## src/rtl/keypad_pkg.sv

```systemverilog
// keypad_pkg: shared types, matrix geometry and key decode helpers for the
// 4x3 keypad scanner.
package keypad_pkg;

   localparam int KEY_ROWS = 4;
   localparam int KEY_COLS = 3;

   typedef enum logic [1:0] {
      SCAN     = 2'd0,
      DEBOUNCE = 2'd1,
      HELD     = 2'd2,
      RELEASE  = 2'd3
   } state_t;

   typedef struct packed {
      logic [9:0] onehot;
      logic       star;
      logic       hash;
   } key_code_t;

   // Row 3 carries "* 0 #"; rows 0-2 carry digits 1-9 in reading order.
   function automatic key_code_t key_decode(input logic [1:0] row, input logic [1:0] col);
      key_code_t k;
      k = '0;
      case (row)
         2'd3: begin
            case (col)
               2'd0:    k.star   = 1'b1;
               2'd1:    k.onehot = 10'b1000000000;
               2'd2:    k.hash   = 1'b1;
               default: k        = '0;
            endcase
         end
         default: begin
            if (col < 2'd3) begin
               k.onehot = 10'b0000000001 << ({2'b00, row} * 4'd3 + {2'b00, col});
            end else begin
               k = '0;
            end
         end
      endcase
      return k;
   endfunction

   function automatic logic one_low(input logic [KEY_ROWS-1:0] rs);
      logic r;
      case (rs)
         4'b1110, 4'b1101, 4'b1011, 4'b0111: r = 1'b1;
         default:                           r = 1'b0;
      endcase
      return r;
   endfunction

   function automatic logic [1:0] low_index(input logic [KEY_ROWS-1:0] rs);
      logic [1:0] r;
      case (rs)
         4'b1101: r = 2'd1;
         4'b1011: r = 2'd2;
         4'b0111: r = 2'd3;
         default: r = 2'd0;
      endcase
      return r;
   endfunction

   function automatic logic [1:0] next_col(input logic [1:0] c);
      return (c >= 2'(KEY_COLS - 1)) ? 2'd0 : c + 2'd1;
   endfunction

   function automatic int cnt_width(input int a, input int b, input int c, input int d);
      int m;
      m = a;
      if (b > m) m = b;
      if (c > m) m = c;
      if (d > m) m = d;
      return $clog2(m) + 1;
   endfunction

endpackage

```

## src/rtl/keypad_if.sv

```systemverilog
// keypad_if: matrix drive/sense lines plus the decoded key outputs.
interface keypad_if;
   import keypad_pkg::*;

   logic [KEY_ROWS-1:0] row_n;
   logic [KEY_COLS-1:0] col_n;
   logic [9:0]          keypad;
   logic                key_strobe;
   logic                star_pulse;
   logic                hash_pulse;
   logic                busy;

   modport master (
      input  row_n,
      output col_n, keypad, key_strobe, star_pulse, hash_pulse, busy
   );

   modport slave (
      output row_n,
      input  col_n, keypad, key_strobe, star_pulse, hash_pulse, busy
   );

endinterface

```

## src/rtl/keypad_sync.sv

```systemverilog
// keypad_sync: two-flop synchronizer for the asynchronous row inputs,
// resetting to all-high (no key).
module keypad_sync
   import keypad_pkg::*;
(
   input  logic                clk,
   input  logic                reset,
   input  logic [KEY_ROWS-1:0] d,
   output logic [KEY_ROWS-1:0] q
);

   logic [KEY_ROWS-1:0] meta_r;
   logic [KEY_ROWS-1:0] sync_r;

   // Two-stage metastability filter.
   always_ff @(posedge clk) begin
      if (reset) begin
         meta_r <= {KEY_ROWS{1'b1}};
         sync_r <= {KEY_ROWS{1'b1}};
      end else begin
         meta_r <= d;
         sync_r <= meta_r;
      end
   end

   assign q = sync_r;

endmodule

```

## src/rtl/keypad_scanner.sv

```systemverilog
// keypad_scanner: column-scanned 4x3 keypad with press/release debounce.
// Auto-repeat of held digit keys is built only when KEYPAD_REPEAT_EN is defined.
module keypad_scanner
   import keypad_pkg::*;
#(
   parameter int SCAN_DWELL      = 4,
   parameter int DEBOUNCE_CYCLES = 8,
   parameter int REPEAT_DELAY    = 64,
   parameter int REPEAT_RATE     = 16
) (
   input  logic     clk,
   input  logic     reset,
   keypad_if.master kp
);

   localparam int CNT_W = cnt_width(SCAN_DWELL, DEBOUNCE_CYCLES, REPEAT_DELAY, REPEAT_RATE);
   typedef logic [CNT_W-1:0] cnt_t;

   localparam cnt_t DWELL_LAST = cnt_t'(SCAN_DWELL - 1);
   localparam cnt_t DEB_LAST   = cnt_t'(DEBOUNCE_CYCLES - 1);

   function automatic cnt_t sat_inc(input cnt_t v);
      return (&v) ? v : v + cnt_t'(1);
   endfunction

   logic [KEY_ROWS-1:0] rs_s;
   key_code_t           code_s;

   state_t     state_r,   state_s;
   logic [1:0] col_r,     col_s;
   logic [1:0] row_r,     row_s;
   logic [3:0] pat_r,     pat_s;
   cnt_t       dwell_r,   dwell_s;
   cnt_t       cnt_r,     cnt_s;
   logic [2:0] col_n_r,   col_n_s;
   logic [9:0] keypad_r,  keypad_s;
   logic       strobe_r,  strobe_s;
   logic       star_r,    star_s;
   logic       hash_r,    hash_s;
   logic       busy_r,    busy_s;
`ifdef KEYPAD_REPEAT_EN
   localparam cnt_t DELAY_LAST = cnt_t'(REPEAT_DELAY - 1);
   localparam cnt_t RATE_LAST  = cnt_t'(REPEAT_RATE - 1);
   cnt_t       rep_cnt_r, rep_cnt_s;
   logic       rep_first_r, rep_first_s;
`endif

   keypad_sync u_sync (
      .clk   (clk),
      .reset (reset),
      .d     (kp.row_n),
      .q     (rs_s)
   );

   assign code_s = key_decode(row_r, col_r);

   // State, counters and registered outputs.
   always_ff @(posedge clk) begin
      if (reset) begin
         state_r  <= SCAN;
         col_r    <= 2'd0;
         row_r    <= 2'd0;
         pat_r    <= 4'b1111;
         dwell_r  <= '0;
         cnt_r    <= '0;
         col_n_r  <= 3'b110;
         keypad_r <= 10'd0;
         strobe_r <= 1'b0;
         star_r   <= 1'b0;
         hash_r   <= 1'b0;
         busy_r   <= 1'b0;
`ifdef KEYPAD_REPEAT_EN
         rep_cnt_r   <= '0;
         rep_first_r <= 1'b0;
`endif
      end else begin
         state_r  <= state_s;
         col_r    <= col_s;
         row_r    <= row_s;
         pat_r    <= pat_s;
         dwell_r  <= dwell_s;
         cnt_r    <= cnt_s;
         col_n_r  <= col_n_s;
         keypad_r <= keypad_s;
         strobe_r <= strobe_s;
         star_r   <= star_s;
         hash_r   <= hash_s;
         busy_r   <= busy_s;
`ifdef KEYPAD_REPEAT_EN
         rep_cnt_r   <= rep_cnt_s;
         rep_first_r <= rep_first_s;
`endif
      end
   end

   // Next-state and next-output logic.
   always_comb begin
      state_s  = state_r;
      col_s    = col_r;
      row_s    = row_r;
      pat_s    = pat_r;
      dwell_s  = dwell_r;
      cnt_s    = cnt_r;
      keypad_s = keypad_r;
      strobe_s = 1'b0;
      star_s   = 1'b0;
      hash_s   = 1'b0;
`ifdef KEYPAD_REPEAT_EN
      rep_cnt_s   = rep_cnt_r;
      rep_first_s = rep_first_r;
`endif
      case (state_r)
         SCAN: begin
            keypad_s = 10'd0;
            if (dwell_r >= DWELL_LAST) begin
               dwell_s = '0;
               if (one_low(rs_s)) begin
                  state_s = DEBOUNCE;
                  row_s   = low_index(rs_s);
                  pat_s   = rs_s;
                  cnt_s   = '0;
               end else begin
                  col_s = next_col(col_r);
               end
            end else begin
               dwell_s = sat_inc(dwell_r);
            end
         end
         DEBOUNCE: begin
            if (rs_s == pat_r) begin
               if (cnt_r >= DEB_LAST) begin
                  state_s  = HELD;
                  cnt_s    = '0;
                  keypad_s = code_s.onehot;
                  strobe_s = |code_s.onehot;
                  star_s   = code_s.star;
                  hash_s   = code_s.hash;
`ifdef KEYPAD_REPEAT_EN
                  rep_cnt_s   = '0;
                  rep_first_s = 1'b0;
`endif
               end else begin
                  cnt_s = sat_inc(cnt_r);
               end
            end else begin
               state_s = SCAN;
               col_s   = next_col(col_r);
               dwell_s = '0;
               cnt_s   = '0;
            end
         end
         HELD: begin
            if (rs_s == 4'b1111) begin
               state_s = RELEASE;
               cnt_s   = '0;
            end else begin
`ifdef KEYPAD_REPEAT_EN
               // First repeat waits REPEAT_DELAY, later ones REPEAT_RATE.
               if (|code_s.onehot) begin
                  if (rep_cnt_r >= (rep_first_r ? RATE_LAST : DELAY_LAST)) begin
                     strobe_s    = 1'b1;
                     rep_cnt_s   = '0;
                     rep_first_s = 1'b1;
                  end else begin
                     rep_cnt_s = sat_inc(rep_cnt_r);
                  end
               end else begin
                  rep_cnt_s = rep_cnt_r;
               end
`else
               state_s = HELD;
`endif
            end
         end
         RELEASE: begin
            if (rs_s[row_r] == 1'b0) begin
               state_s = HELD;
               cnt_s   = '0;
`ifdef KEYPAD_REPEAT_EN
               rep_cnt_s   = '0;
               rep_first_s = 1'b0;
`endif
            end else if (rs_s == 4'b1111) begin
               if (cnt_r >= DEB_LAST) begin
                  state_s  = SCAN;
                  keypad_s = 10'd0;
                  col_s    = next_col(col_r);
                  dwell_s  = '0;
                  cnt_s    = '0;
               end else begin
                  cnt_s = sat_inc(cnt_r);
               end
            end else begin
               cnt_s = cnt_r;
            end
         end
         default: begin
            state_s  = SCAN;
            col_s    = 2'd0;
            dwell_s  = '0;
            cnt_s    = '0;
            keypad_s = 10'd0;
         end
      endcase
      col_n_s = ~(3'b001 << col_s);
      busy_s  = (state_s != SCAN);
   end

   assign kp.col_n      = col_n_r;
   assign kp.keypad     = keypad_r;
   assign kp.key_strobe = strobe_r;
   assign kp.star_pulse = star_r;
   assign kp.hash_pulse = hash_r;
   assign kp.busy       = busy_r;

endmodule

```

## src/flat_wrapper.sv

```systemverilog
// flat-port wrapper written by rule: the top's interface ports become plain ports
module keypad_scanner_flat import keypad_pkg::*;
#(
   parameter int SCAN_DWELL      = 4,
   parameter int DEBOUNCE_CYCLES = 8,
   parameter int REPEAT_DELAY    = 64,
   parameter int REPEAT_RATE     = 16
)
  (clk, reset, kp_row_n, kp_col_n, kp_keypad, kp_key_strobe, kp_star_pulse, kp_hash_pulse, kp_busy);
  keypad_if kp_i ();
  input  logic clk;
  input  logic reset;
  input wire logic [$bits(kp_i.row_n)-1:0] kp_row_n;
  output wire logic [$bits(kp_i.col_n)-1:0] kp_col_n;
  output wire logic [$bits(kp_i.keypad)-1:0] kp_keypad;
  output wire logic [$bits(kp_i.key_strobe)-1:0] kp_key_strobe;
  output wire logic [$bits(kp_i.star_pulse)-1:0] kp_star_pulse;
  output wire logic [$bits(kp_i.hash_pulse)-1:0] kp_hash_pulse;
  output wire logic [$bits(kp_i.busy)-1:0] kp_busy;
  assign kp_i.row_n = kp_row_n;
  assign kp_col_n = kp_i.col_n;
  assign kp_keypad = kp_i.keypad;
  assign kp_key_strobe = kp_i.key_strobe;
  assign kp_star_pulse = kp_i.star_pulse;
  assign kp_hash_pulse = kp_i.hash_pulse;
  assign kp_busy = kp_i.busy;
  keypad_scanner #(.SCAN_DWELL(SCAN_DWELL), .DEBOUNCE_CYCLES(DEBOUNCE_CYCLES), .REPEAT_DELAY(REPEAT_DELAY), .REPEAT_RATE(REPEAT_RATE)) u_core (.clk(clk), .reset(reset), .kp(kp_i));
endmodule
```

## config.mk

```make
export PLATFORM = sky130hd
export DESIGN_NAME = keypad_scanner_flat
export DESIGN_NICKNAME = d
export VERILOG_FILES = /design/src/rtl/keypad_pkg.sv /design/src/rtl/keypad_if.sv /design/src/rtl/keypad_sync.sv /design/src/rtl/keypad_scanner.sv /design/src/flat_wrapper.sv
export SDC_FILE = /design/constraint.sdc
export NUM_CORES = 1
export LEC_CHECK = 0
export ABC_AREA = 1
export CORE_MARGIN = 2
export CORE_UTILIZATION = 40
export DETAILED_ROUTE_END_ITERATION = 12
export PLACE_DENSITY = 0.63
export SLEW_MARGIN = 30
export SYNTH_ARGS = -nofsm -noshare
export SYNTH_HDL_FRONTEND = slang
export SYNTH_SLANG_ARGS = --single-unit
export TNS_END_PERCENT = 5
```

## constraint.sdc

```tcl
create_clock -name clk -period 4.7 [get_ports clk]
set_input_delay 1.41 -clock clk [delete_from_list [all_inputs] [get_ports clk]]
set_output_delay 1.41 -clock clk [all_outputs]
set_load 0.05 [all_outputs]
```

Word level (Yosys, flattened, before mapping):

Index checks and enable logic that the tools add are counted.
W data, S select, Z words.

* bits in registers: 49
* input port bits: 6
* output and inout bits: 17
* word-level logic and storage cells: 118

* $add $sub $neg: 4
* multipliers: 1
* magnitude comparators: 5
* equal/unequal tests: 23
* shift-type cells: 2
* muxes and demuxes: 50
* bitwise logic cells: 5
* reduce and logical (&&, ||, !) cells: 14

Operators with widths (number)
* $mux W7: 14
* $mux W10: 7
* $pmux W10 S3: 1
* $mux W2: 14
* $pmux W7 S4: 1
* $pmux W7 S3: 1
* $eq A4 B4 Y1 const B: 4
* $ne A2 B1 Y1 const B: 8
* $add A7 B1 Y7 const B: 2
* $reduce_and A7 Y1: 2
* $mux W12: 1
* $pmux W2 S3: 2
* $reduce_and A6 Y1: 2
* $reduce_or A10 Y1: 1
* $shl A1 B4 Y10 const A: 1
* $eq A2 B2 Y1 const B: 4
* $pmux W2 S4: 1
* $reduce_or A4 Y1: 2
* $ge A7 B2 Y1 const B: 1
* $ge A7 B3 Y1 const B: 1
* $mux W1: 7
* $ne A3 B2 Y1 const B: 2
* $reduce_or A5 Y1: 1
* $add A4 B2 Y4: 1
* 18 further kinds: 23

Longest topological paths before layout:

Gate-level depths: netlist of the first run.

* word-level depth: 10
* mapped depth: 13
* gate-level depth less buffers: 13

Modules after synthesis:

A second synthesis of the first run with hierarchy kept.

* cell total of the unflattened synthesis: 334
* area, all modules: 2409.8 um2

By module, submodules not included
* keypad_scanner: instances 1, cells each 309, area an instance 2185.8 um2, sequential area each 820.8 um2
* keypad_sync: instances 1, cells each 25, area an instance 224.0 um2, sequential area each 160.2 um2

Worst setup path after synthesis of the first run:

No wires, ideal clock.

* path kind: reg2reg
* start point: register u_core.row_r[0]
* end point: register u_core.keypad_r[9] (netlist: u_core.kp.keypad[9])
* setup time: 65 ps
* data arrival time: 2409 ps
* required time: 4635 ps
* path slack: 2226 ps
* cell stages (with the launch flop): 13
* path buffers: 0
* clock period less this slack: 2474 ps
* path through: dfxtp_1 inv_1 fa_1 inv_1 ha_1 fa_1 inv_1 nand4_1 o22ai_1 nand2_1 nand2_1 o21ai_1 nor2_1

* word-level cells in the longest chain between the ends: 8
* elaborated cells on any way between the ends: 13
* those cells by class: add/sub (1); mul (1); eq/ne (2); shift (1); mux (7); reduce/logical (1)

RTL lines
* start, declared: line keypad_scanner.sv:31 `logic [1:0] row_r, row_s;`
* start signal, assigned: line keypad_scanner.sv:79 `row_r <= row_s;`
* $mul A2 B2 Y4: line keypad_pkg.sv:36 `k.onehot = 10'b0000000001 << ({2'b00, row} * 4'd3 + {2'b00, col});`
* $add A4 B2 Y4: line keypad_pkg.sv:36
* $shl A1 B4 Y10: line keypad_pkg.sv:36
* $mux W10: line keypad_pkg.sv:35 `if (col < 2'd3) begin`
* $mux W12: line keypad_pkg.sv:25 `case (row)`
* $mux W10: line keypad_scanner.sv:131 `if (cnt_r >= DEB_LAST) begin`
* $mux W10: line keypad_scanner.sv:130 `if (rs_s == pat_r) begin`
* $pmux W10 S3: line keypad_scanner.sv:112 `case (state_r)`
* end signal, assigned: line keypad_scanner.sv:84 `keypad_r <= keypad_s;`
* end, declared: line keypad_scanner.sv:36 `logic [9:0] keypad_r, keypad_s;`

Several ways; a longest one is shown, not always the timed one. The select of a mux whose other input is x is not followed.
A chain may end at the register's enable or synchronous reset.

Worst setup path after layout of the first run:

Same ends and word-level chain as after synthesis.

==> reports/qor.yml, run 1 <==
std_cell_rows: 27
nets: 366
finalHoldViolCount: 0
ctsHoldBuffers: 0
status: "finished, final reports clean"
gp_congestion: 0.9307
vias: 2017
clockRootBuffer: "clkbuf_8"
core_area_um2: 5574
dieArea_um2: 6480
maxCapViolCount: 0
syn-num-nets: 341
drtAntennaViolNets: 0
first_pass_iters: 4
fillers: 568
port_buffers: 22
cts_resized: 0
crit_path_end_kind: "flip-flop"
path_cells: "inv_1 -> fa_1 -> inv_1 -> ha_1 -> fa_1 -> inv_1 -> nand4_1 -> o22ai_1 -> nand2_1 -> nand2_1 -> o21ai_1 -> nor2_1"
first_iter_violations: 88
setup_tns_ps: 0
ys_seq_area_share_pct: 41.90
fmax_ghz: 0.3460
path_buf_inv: 3
setup_viol: 0
cp_slowest_cell: "fa_1"
slowest_delay_ps: 610
cts.sinks: 49
routedWlPerCell_um: 10.91
crit_type: "flip-flop to flip-flop"
clk_pin_slew_ps: 90
h-tree-depth: 2
cp-start-kind: "flip-flop"
hold_class: "flip-flop to flip-flop"
clkLatencyLatePin_ps: 310
tightest_slew_ps: 524.4
clock_path_buffers: 2
antenna_found_initial: 0
finalCriticalPeriod_ps: 2890
drt-total-wl_um: 4647
critical_path.max_fanout: 6
ios: 23
yosys.cell_types.count: 30
critical_path.top_delay_family: "adder cells"
routed_via_density: 4.735
cp_common_cell: "inv_1"
cts_tree: "yes"
grt_max_degree: 18
grt_usage_pct: 15.67
antenna_cells: 0
maxSlewHeadroom_pct: 65.00
leakagePower_nw: 1.333
cp_data_required_time_ps: 4950
die_h_um: 80.50
grt_overflow: 0
initial_utilization_pct: 42.00
cp.arrival_ps: 3140
yosys_warnings: 0
route.detailed.drc: 0
grt_pass1_wl_um: 8038
synth_seq_cells: 49
syn-instance-count: 328
final_max_slew_viol_count: 0
cts_setup_buffers: 0
avgSynthCellArea_um2: 7.137
power_density_nw_per_um2: 364.1
max-vdd-ir-drop_mv: 0.1855
rsz0062_at_grt: "no"
cts_buffers: 5
clock_skew_ps: 9.293
dp_hpwl_um: 3515
grt_pass1_vias: 1799
die_w_um: 80.50
syn2layout_area_growth_pct: 16.30
drive_above_1_share_pct: 10.17
syn_area_um2: 2341
layout_worst_path_cycle_share_pct: 61.50
fin_util_pct: 48.84
## synth_stat cells (all sizes together)
| cell | n | area (um^2) |
|---|---|---|
| a21oi | 6 | 45.05 |
| o22ai | 1 | 6.260 |
| buf | 1 | 11.26 |
| o211ai | 3 | 22.52 |
| o21bai | 1 | 7.510 |
| nand2 | 89 | 346.6 |
| nor3 | 18 | 90.09 |
| dfxtp | 49 | 980.9 |
| clkbuf | 4 | 15.01 |
| o21ai | 17 | 85.08 |
| nor2 | 42 | 182.7 |
| nor4 | 1 | 6.260 |
| or2 | 9 | 56.31 |
| a31oi | 2 | 12.51 |
| xor2 | 2 | 17.52 |
| fa | 2 | 40.04 |
| nand4 | 4 | 25.02 |
| nand3 | 24 | 147.7 |
| ha | 5 | 62.56 |
| inv | 48 | 180.2 |
## report_power, final
group	leakage [nW]	internal, W	switching, W
clock network	0.0445	0.000106	0.000144
registers	0.398	0.000450	0.0000265
logic	0.891	0.0000902	0.000175
total	1.33	0.000646	0.000346
## per-layer routing
metal | GRT usage (%) | vias up | wire (um)
met5 | 0 | - | 0
met4 | 4.068 | 0 | 51
met3 | 4.045 | 5 | 157
met2 | 24.75 | 29 | 2086
met1 | 21.24 | 903 | 2351
li1 | - | 1080 | -
## per-stage QoR
stage                     setup slack [ps]  instance area, um^2  total power [W]  hold slack [ps]  std cells
after CTS                             1818                 2723         0.001003            416.8        426
after floorplan                       2226                 2341        0.0006832            389.5        328
after detailed placement              1478                 2633        0.0007500            392.8        418
after global routing                  1626                 2723         0.001061            450.0        426
final                                 1810                 2723        0.0009913            414.1        426
after global placement                1533                 2633        0.0007457            391.6        418
## layout by cell type, fill, tap and decap left out, drive strengths merged
cell type	netlist	final
a21oi	6	6
a31oi	2	2
buf	1	1
clkbuf	4	5
clkdlybuf4s50	0	22
clkinv	0	1
clkinvlp	0	1
dfxtp	49	49
fa	2	2
ha	5	5
inv	48	49
nand2	89	89
nand3	24	24
nand4	4	4
nor2	42	42
nor3	18	18
nor4	1	1
o211ai	3	3
o21ai	17	17
o21bai	1	1
o22ai	1	1
or2	9	9
xor2	2	2
## sequential cells by signal, summed over array words and instances, names as in the netlist
name / flops
u_core.cnt_r: 7
u_core.dwell_r: 7
u_core.pat_r: 4
u_core.kp.key_strobe: 1
u_core.u_sync.meta_r: 4
u_core.kp.hash_pulse: 1
u_core.kp.col_n: 3
u_core.kp.star_pulse: 1
u_core.kp.busy: 1
u_core.state_r: 2
u_core.u_sync.q: 4
u_core.col_r: 2
u_core.row_r: 2
u_core.kp.keypad: 10
## final timing paths
| check | from | to | slack [ps] | cells after the start |
|---|---|---|---|---|
| setup / recovery | u_core.row_r[0] | u_core.kp.keypad[9] | 1810 | 12 |
| hold / removal | u_core.u_sync.meta_r[3] | u_core.u_sync.q[3] | 410 | 1 |
| setup reg to reg | u_core.row_r[0] | u_core.kp.keypad[9] | 1810 | 12 |
| hold reg to reg | u_core.u_sync.meta_r[3] | u_core.u_sync.q[3] | 410 | 1 |
## cell type report
cell class | count | area, um^2 | area share, %
sequential | 49 | 980.9 | 36.03
clock inverter | 3 | 21.27 | 0.7813
multi-input combinational | 226 | 1154 | 42.37
tap | 72 | 90.09 | 3.309
inverter | 48 | 180.2 | 6.618
timing repair buffer | 23 | 227.7 | 8.364
clock buffer | 5 | 68.82 | 2.528
## cells by family (layout without fill, tap and decap cells)
group / count (synthesis) / in the layout / synth area share, %
flip-flops: 49 / 49 / 41.90
AND/OR/NAND/NOR: 187 / 187 / 36.51
XOR/XNOR: 2 / 2 / 0.7484
AO/OA/AOI/OAI: 30 / 30 / 7.643
adder cells (fa/ha/maj): 7 / 7 / 4.383
buffers and inverters: 53 / 79 / 8.818
No activity file was read; power rests on OpenSTA's default activity.
==> run 2, diff against run 1 <==
==> constraint.sdc (replaced) <==
create_clock -name clk -period 2.9 [get_ports clk]
set_input_delay 0.87 -clock clk [delete_from_list [all_inputs] [get_ports clk]]
set_output_delay 0.87 -clock clk [all_outputs]
set_load 0.05 [all_outputs]
==> reports/qor.yml, run 2 (same netlist as run 1, synthesis figures left out) <==
combPwrFrac_pct: 25.5
crit_type: "flip-flop to flip-flop"
finalHoldViolCount: 0
place_inst: 419
layout_common_cells: "nand2_1 (84), dfxtp_1 (49), inv_1 (44)"
reg2reg_to: "u_core.kp.keypad[9]"
fillers: 596
clock_skew_ps: 8.300
grt_overflow: 0
fmax_ghz: 0.3771
r2r-start: "u_core.row_r[0]"
dieArea_um2: 6480
highest_layer: "met4"
holdPathStages: 1
rrSetupSlack_ps: 250
port_buffers: 22
cp_data_required_time_ps: 3150
gp_congestion: 0.9253
pwr-share-clk_pct: 28.4
dp_hpwl_um: 3465
hold_class: "flip-flop to flip-flop"
grt_usage_pct: 15.79
clockRootBuffer: "clkbuf_8"
antenna_found_initial: 0
min_to: "u_core.u_sync.q[2]"
rsz0062_at_grt: "no"
drive_above_1_share_pct: 10.17
cts_resized: 0
cp.arrival_ps: 2900
syn2layout_area_growth_pct: 17.21
grt_max_degree: 18
tightest_slew_ps: 503.1
status: "finished, final reports clean"
max-vdd-ir-drop_mv: 0.3737
maxSlewHeadroom_pct: 66.35
cts_setup_buffers: 0
power_density_nw_per_um2: 609.5
p_switching_w: 0.0005465
cts_tree: "yes"
finalCriticalPeriod_ps: 2652
switching_share_pct: 32.68
first_iter_violations: 93
routed-wl-met2_um: 2004
initial_utilization_pct: 42.00
drt-total-wl_um: 4545
ctsHoldBuffers: 0
hold_ws_ps: 414.4
final_max_slew_viol_count: 0
grt_pass1_wl_um: 7935
cts.sinks: 49
pwr-share-seq_pct: 46.1
std_cell_rows: 27
fin_cells: 426
holdCritStartpoint: "u_core.u_sync.meta_r[2]"
setup_viol: 0
cts_buffers: 5
first_pass_iters: 4
h-tree-depth: 2
routedWlPerCell_um: 10.67
clock_path_buffers: 2
die_w_um: 80.50
antenna_cells: 0
cp-start-kind: "flip-flop"
maxCapViolCount: 0
r2r_cells: 12
wl_met3_um: 216
setup_tns_ps: 0
vias: 2015
layout_worst_path_cycle_share_pct: 91.45
clk_pin_slew_ps: 90
leakagePower_nw: 1.348
place_area_um2: 2640
grt_pass1_vias: 1811
drt-met1-wl_um: 2260
die_h_um: 80.50
nets: 367
core_area_um2: 5574
largest_reg_flops: 10
power.internal_w: 0.001126
ios: 23
crit_path_end_kind: "flip-flop"
drtAntennaViolNets: 0
route.detailed.drc: 0
clkLatencyLatePin_ps: 300
critical_path.max_fanout: 6
final_common_cell: "nand2_1"
routed_via_density: 4.730
finalInstanceArea_um2: 2744
[run 2: metrics by stage]
step	util (%)	setup slack (ps)	total power [W]
floorplan	-	425.7	0.001107
global placement	47.36	323.8	0.001210
detailed placement	47.36	259.0	0.001215
CTS	49.23	238.0	0.001687
global route	49.23	9.257	0.001781
finish	49.23	247.9	0.001672
[run 2: metal layers]
metal,up-vias,GRT usage [%]
li1,1087,-
met1,877,19.89
met2,46,25.83
met3,5,4.157
met4,0,5.763
met5,-,0
[run 2: final cells by class]
class                      instances  area [um^2]  share of cell area, %
timing repair buffer              24        235.2                  8.573
sequential                        49        980.9                  35.75
clock buffer                       5        68.82                  2.508
multi-input combinational        226         1154                  42.04
inverter                          48        180.2                  6.566
clock inverter                     2        35.03                  1.277
tap                               72        90.09                  3.283
[run 2: worst max path at each step]
stage               startpoint                  end  slack (ps)
4_1_cts        u_core.row_r[0]  u_core.kp.keypad[9]         240
3_5_place_dp   u_core.row_r[0]  u_core.kp.keypad[9]         260
6_report       u_core.row_r[0]  u_core.kp.keypad[9]         250
3_3_place_gp   u_core.row_r[0]  u_core.kp.keypad[6]         320
5_1_grt        u_core.row_r[0]  u_core.kp.keypad[9]           9
2_1_floorplan  u_core.row_r[0]  u_core.kp.keypad[9]         430
[run 2: critical path: stages (launching register included)]
cell and delay, ps:
dfxtp_1 430, inv_1 120, fa_1 580, inv_1 50, ha_1 180, fa_1 510, inv_1 120, nand4_1 140
o22ai_1 210, nand2_1 70, nand2_1 60, o21ai_1 60, nor2_1 80
[run 2: power groups by stage]
stage               logic (W)  clock network (W)  registers [W]
finish               0.000427           0.000475       0.000771
detailed placement   0.000428                  0       0.000787
floorplan            0.000267                  0       0.000841
global route         0.000482           0.000521       0.000778
CTS                  0.000429           0.000487       0.000772
global placement     0.000426                  0       0.000785
==> run 3, diff against run 2 <==
--- a/config.mk
+++ b/config.mk
@@ -10,7 +10,7 @@
 export CORE_UTILIZATION = 40
 export DETAILED_ROUTE_END_ITERATION = 12
 export PLACE_DENSITY = 0.63
-export SLEW_MARGIN = 30
+export SLEW_MARGIN = 40
 export SYNTH_ARGS = -nofsm -noshare
 export SYNTH_HDL_FRONTEND = slang
 export SYNTH_SLANG_ARGS = --single-unit
==> results of run 3 <==
No change in the layout: final DEF, timing and power equal those of run 2.
